## src/rtl/irq_ctrl.sv

```systemverilog
// irq_ctrl: six-source priority interrupt controller with MASK/PEND/STAT/CTRL registers.
// Define IRQ_LEVEL_EN for level-sensitive pending bits; the default build is edge-triggered.
`timescale 1ns/1ps
module irq_ctrl (
    input  logic        clk,
    input  logic        reset,
    input  logic [5:0]  DevIrq,
    input  logic        WE,
    input  logic [1:0]  Addr,
    input  logic [31:0] WD,
    output logic [31:0] RD,
    output logic        IntReq,
    output logic [2:0]  IntId,
    input  logic        IntAck,
    input  logic        Eoi
);
    typedef enum logic [1:0] {IDLE, REQ, SVC} state_t;

    state_t      stateQ, stateD;
    logic [5:0]  devIrqQ;
    logic [5:0]  pendQ, pendD;
    logic [5:0]  maskQ, maskD;
    logic        genQ, genD;
    logic        intReqQ, intReqD;
    logic [2:0]  intIdQ, intIdD;
    logic [5:0]  active;
    logic        anyActive;
    logic [2:0]  selId;
    logic        unusedWd;

    assign unusedWd  = ^WD[31:6];
    assign active    = pendQ & maskQ;
    assign anyActive = |active;

    // Lowest pending-and-enabled index wins; device 0 has highest priority.
    always_comb begin
        selId = 3'd0;
        for (int i = 5; i >= 0; i--) begin
            if (active[i]) selId = 3'(i);
        end
    end

    always_comb begin
        stateD  = stateQ;
        intIdD  = intIdQ;
        intReqD = 1'b0;
        unique case (stateQ)
            IDLE: begin
                if (genQ && anyActive) begin
                    stateD  = REQ;
                    intIdD  = selId;
                    intReqD = 1'b1;
                end
            end
            REQ: begin
                if (!genQ || !anyActive) begin
                    stateD = IDLE;
                end else if (IntAck) begin
                    stateD = SVC;
                end else begin
                    intIdD  = selId;
                    intReqD = 1'b1;
                end
            end
            SVC: begin
                if (Eoi) stateD = IDLE;
            end
            default: stateD = IDLE;
        endcase
    end

    always_comb begin
        maskD = maskQ;
        genD  = genQ;
        if (WE && Addr == 2'd0) maskD = WD[5:0];
        if (WE && Addr == 2'd3) genD  = WD[0];
    end

`ifdef IRQ_LEVEL_EN
    always_comb begin
        pendD = DevIrq;
    end
`else
    logic [5:0] w1cClr;
    logic [5:0] ackClr;

    // A rising edge in the same cycle as a clear (W1C or acknowledge) wins, so the bit stays set.
    always_comb begin
        w1cClr = (WE && Addr == 2'd1) ? WD[5:0] : 6'd0;
        ackClr = 6'd0;
        if (stateQ == REQ && genQ && anyActive && IntAck) ackClr[intIdQ] = 1'b1;
        pendD = (pendQ & ~(w1cClr | ackClr)) | (DevIrq & ~devIrqQ);
    end
`endif

    always_ff @(posedge clk or posedge reset) begin
        if (reset) begin
            stateQ  <= IDLE;
            devIrqQ <= 6'd0;
            pendQ   <= 6'd0;
            maskQ   <= 6'd0;
            genQ    <= 1'b0;
            intReqQ <= 1'b0;
            intIdQ  <= 3'd0;
        end else begin
            stateQ  <= stateD;
            devIrqQ <= DevIrq;
            pendQ   <= pendD;
            maskQ   <= maskD;
            genQ    <= genD;
            intReqQ <= intReqD;
            intIdQ  <= intIdD;
        end
    end

    always_comb begin
        RD = 32'd0;
        case (Addr)
            2'd0:    RD[5:0] = maskQ;
            2'd1:    RD[5:0] = pendQ;
            2'd2:    RD[3:0] = {stateQ == SVC, intIdQ};
            2'd3:    RD[0]   = genQ;
            default: RD      = 32'd0;
        endcase
    end

    assign IntReq = intReqQ;
    assign IntId  = intIdQ;

endmodule

```

## config.mk

```make
export PLATFORM = sky130hd
export DESIGN_NAME = irq_ctrl
export DESIGN_NICKNAME = d
export VERILOG_FILES = /design/src/rtl/irq_ctrl.sv
export SDC_FILE = /design/constraint.sdc
export NUM_CORES = 1
export LEC_CHECK = 0
export BUFFER_PORTS_ARGS = -buffer_cell sky130_fd_sc_hd__buf_2
export CAP_MARGIN = 20
export CORE_ASPECT_RATIO = 1.5
export CORE_MARGIN = 3
export CORE_UTILIZATION = 39
export CTS_CLUSTER_DIAMETER = 150
export CTS_CLUSTER_SIZE = 8
export DETAILED_ROUTE_END_ITERATION = 16
export GPL_TIMING_DRIVEN = 0
export PLACE_DENSITY = 0.75
export SLEW_MARGIN = 20
export SYNTH_ARGS = -nofsm -noshare
export SYNTH_HDL_FRONTEND = slang
export SYNTH_SLANG_ARGS = --single-unit
```

## constraint.sdc

```tcl
create_clock -name clk -period 1.4 [get_ports clk]
set_input_delay 0.07 -clock clk [delete_from_list [all_inputs] [get_ports clk]]
set_output_delay 0.07 -clock clk [all_outputs]
set_load 0.01 [all_outputs]
```

After elaboration in Yosys (flattened, before gate mapping)
Index checks and enable logic that the tools add are counted.

storage, ports and cells
  bits in registers = 25
  output and inout port bits = 36

operators by class
  multiplexer cells = 26
  bitwise logic cells = 7
  reduce and logical (&&, ||, !) cells = 17
  equal/unequal tests = 10
  magnitude comparators = 2

operators by type and width
  operator              number
  $mux W3               9
  $and A6 B6 Y6         3
  $mux W6               2
  $not A6 Y6            2
  $or A6 B6 Y6          2
  $pmux W3 S3           1
  $logic_and A1 B1 Y1   8
  $mux W2               4
  $ne A2 B2 Y1 const B  4
  $eq A2 B2 Y1 const B  3
  $pmux W2 S3           1
  $pmux W3 S2           1
  $reduce_or A6 Y1      1
  $eq A2 B1 Y1 const B  2
  $logic_not A2 Y1      2
  $lt A3 B4 Y1 const B  1
  $mux W1               4
  $pmux W1 S4           1
  $pmux W2 S2           1
  $reduce_and A4 Y1     1
  $demux W1 S3          1
  $ge A3 B1 Y1 const B  1
  $ne A3 B3 Y1 const B  1
  $reduce_and A3 Y1     1
  other kinds (4)       5

Longest topological paths before layout
  depth in word-level cells = 10
  gate-level depth with buffers = 5

Least setup slack after synthesis
No wires, ideal clock.

  path type = register -> register
  start point = reg pendQ[5]
  end point = reg intIdQ[0], in the netlist IntId[0]
  path buffers = 0
  slack = 9 ps
  required time = 1,275 ps
  data arrival time = 1,265 ps
  cell stages (with the launch flop) = 5
  path through = dfrtp_1 -> a22o_1 -> nand3b_4 -> and2_4 -> mux2_4

on the way
  word-level cells in the longest chain between the ends = 10
  elaborated cells on any way between the ends = 18
  classes of those cells = eq/ne (2); mux (10); bitwise (1); reduce/logical (5)

RTL lines
  what                      line  text
  start: declaration        21    logic [5:0] pendQ, pendD;
  start signal: assignment  108   pendQ <= pendD;
  $and A6 B6 Y6 *           32    assign active = pendQ & maskQ;
  $mux W3 (6 in series)     39    if (active[i]) selId = 3'(i);
  $mux W3                   58    end else if (IntAck) begin
  $mux W3                   56    if (!genQ || !anyActive) begin
  $pmux W3 S2               47    unique case (stateQ)
  end signal: assignment    112   intIdQ <= intIdD;
  end: declaration          25    logic [2:0] intIdQ, intIdD;

Mark *: on every way between the ends. The rest lies on a longest branch, timed or not. The select of a mux whose other input is x is not followed.
A chain may end at the register's enable or synchronous reset.

Worst setup path after layout
  start point = reg maskQ[0]
  end point = out RD[0]

on the way
  word-level cells in the longest chain between the ends = 1

RTL lines
  what                      line  text
  start: declaration        22    logic [5:0] maskQ, maskD;
  start signal: assignment  109   maskQ <= maskD;
  $pmux W1 S4               118   case (Addr)
  end: declaration          11    output logic [31:0] RD,

Every way passes these cells.

==> flow_summary.ini <==
[cells_and_area]
nets = 253
multi_input_area_um2 = 655.6
nFillCells = 330
seq_area_um2 = 629.4
antenna_cells = 0
design_area_mm2 = 0.001919
syn2layout_area_growth_pct = 36.36
drive_gt1_frac = 0.4541
post-route-util = 0.5566

[critical_path]
critical_path_class = register to primary output
reg2reg_depth = 4
cp_data_required_time_ps = 1330
critPathArrivalTime_ps = 1300
critPathMaxFanout = 4
crit_path_end_kind = primary output
start_kind = register

[logic_synthesis]
yosysSeqAreaShare = 0.4444
synth.avg_cell_area_um2 = 10.75
synth_edf_count = 0
synth_most_common_cell = buf_4
synth_top_area_frac = 0.4444
async_reset_ff_frac = 1.000
synth.area.top_cells = dfrtp_1 (44%), buf_4 (14%), mux2_2 (5.6%), a32o_1 (4.3%), mux2i_1 (3.6%)
yosysUniqueCellTypes = 34
ys_seq_elements = 25
ys.warnings.count = 0
synth-main-ff-cell = dfrtp_1
synth_largest_area_cell = dfrtp_1
synth_commonest_cells = buf_4 (26), dfrtp_1 (25), nand2_1 (12)
netlist_area_mm2 = 0.001408
synthCells = 131

[floorplanning]
io_pins = 81
start_util = 0.4082
rows = 26
die_w_um = 55.05
die_y_um = 79.58
core_area_mm2 = 0.003448
dieArea_mm2 = 0.004381

[sta]
setup_tns_ps = 0
fin_worst_skew_ps = 8.980
rsz0062_at_grt = yes
finalWorstSetupSlack_ps = 31.61
max_slew_margin = 0.3737
fin_crit_ps = 1368
worstMarginPinSlew_ps = 938.4
fmaxAchievable_mhz = 730.8
fin_crit_sh = 0.9774
whs_ps = -3.758
setup_viol = 0
hold_violations = 5
drv_slew = 0

[grt]
gr-usage-all-layers = 0.1423
grt_pass1_wl_um = 4581
grt_pass1_vias = 1025
grt_max_degree = 26
grt_use_met2 = 0.2488
antenna_found_initial = 0
grt_busiest_layer = met2
overflow = 0
met1_usage = 0.1713
grt_use_met3 = 0.02243

[run_status]
violations = negative hold slack
status = complete, but fails checks

[routing]
routed_wl_um = 3016
avgViaCountPerCell = 4.542
vias = 1131
wl_per_cell_um = 12.11
drt_iter0_markers = 44
antenna_left = 0
drc = 0
first_pass_iters = 4

[power_and_ir_drop]
p_int_uw = 1526
combPwrFrac = 0.372
seqPwrFrac = 0.446
p_per_area_mw_per_mm2 = 1179
p_sw_frac = 0.3254
p_leak_uw = 0.0009811
p_sw_uw = 736.1
ir_worst_vdd_v = 0.0007612
clkPwrFrac = 0.182

[cts]
cts_tree = done
insertion_delay_ps = 260
cts_made_buffers = 3
cts-root-buf = clkbuf_8
cts_num_sinks = 25
clkSlewWorstSetupHoldPaths_ps = 90
clk_path_buf_depth = 2
h-tree-depth = 1

[place]
io_buffer_count = 28
place_hpwl_um = 2119
globalplace.congestion = 0.8462
place_worst_setup_slack_ps = -109.4
placed_cell_area_mm2 = 0.001694

[job]
drv_cap = 0

[min_path]
hold_path.class = primary input to asynchronous set/reset pin
## cell type report
| cell class | count | share of cell area |
|---|---|---|
| clock buffers | 3 | 0.02151 |
| inverters | 8 | 0.01565 |
| clock inverters | 1 | 0.002608 |
| repair buffers | 47 | 0.1565 |
| multi-input cells | 95 | 0.3416 |
| well taps | 42 | 0.02738 |
| flip-flops and latches | 25 | 0.3279 |
| plain buffers | 28 | 0.1069 |
## worst max-delay path, stage by stage (launching register included)
cell,delay [ps]
dfrtp_2,450
mux4_2,450
buf_2,150
## layout by cell type (no fill, tap or decap), types with 5 or more instances in the layout
cell and count:
buf_4 38, buf_2 30, conb_1 26, dfrtp_1 22
nand2_1 12, inv_1 8, mux2_2 7, dlygate4sd3_1 7
a32o_1 6, mux2i_1 5
## through the flow
stage | total power [uW] | cells
finish | 2262 | 249
global route | 2417 | 249
CTS | 2185 | 242
detailed placement | 1715 | 226
global placement | 1701 | 226
floorplan | 1506 | 156
## final timing paths
check	from	to	slack, ps
hold reg to reg	devIrqQ[4]$_DFF_PP0_	pendQ[4]$_DFF_PP0_	550
hold / removal	reset	devIrqQ[3]$_DFF_PP0_	-4
max in group asynchronous	reset	pendQ[0]$_DFF_PP0_	750
setup reg to reg	maskQ[3]$_DFFE_PP0P_	IntId[0]$_DFFE_PP0P_	40
setup / recovery	maskQ[0]$_DFFE_PP0P_	RD[0]	30
min in group clk	WD[2]	maskQ[2]$_DFFE_PP0P_	50
## kinds of logic (layout without fill, tap and decap cells)
| logic type | after synthesis | after routing | share of synthesized area |
|---|---|---|---|
| simple gates | 36 | 36 | 0.1529 |
| buf+inv | 36 | 87 | 0.1671 |
| flops | 25 | 25 | 0.4444 |
| compound gates | 19 | 19 | 0.1147 |
| mux | 14 | 14 | 0.1182 |
| other cells | 1 | 26 | 0.002664 |
## what timing repair did
item / in CTS / in global routing
setup buffers: 5 / 7
gates resized for setup: 3 / 4
hold endpoints to repair: 7 / 0
cloned: 0 / 0
setup endpoints to repair: 5 / 8
hold buffers: 7 / 0
pin swaps: 2 / 6
## layer usage
layer	wire length [um]	vias up
met2	1584	38
met1	1216	531
li1	-	557
met5	0	-
met4	27	0
met3	188	5
## flip-flops by register name, summed over array words and instances, names as in the netlist
register / flops
genQ: 1
IntReq: 1
stateQ: 2
pendQ: 6
maskQ: 6
IntId: 3
devIrqQ: 6
## power by group through the flow
stage	sequential, uW	combinational (uW)	clock, uW
final	1010	841	413
after CTS	1020	746	423
after global routing	1030	935	451
after global placement	1030	669	0
after floorplan	1020	485	0
after detailed placement	1040	678	0
No activity file was read; power rests on OpenSTA's default activity.
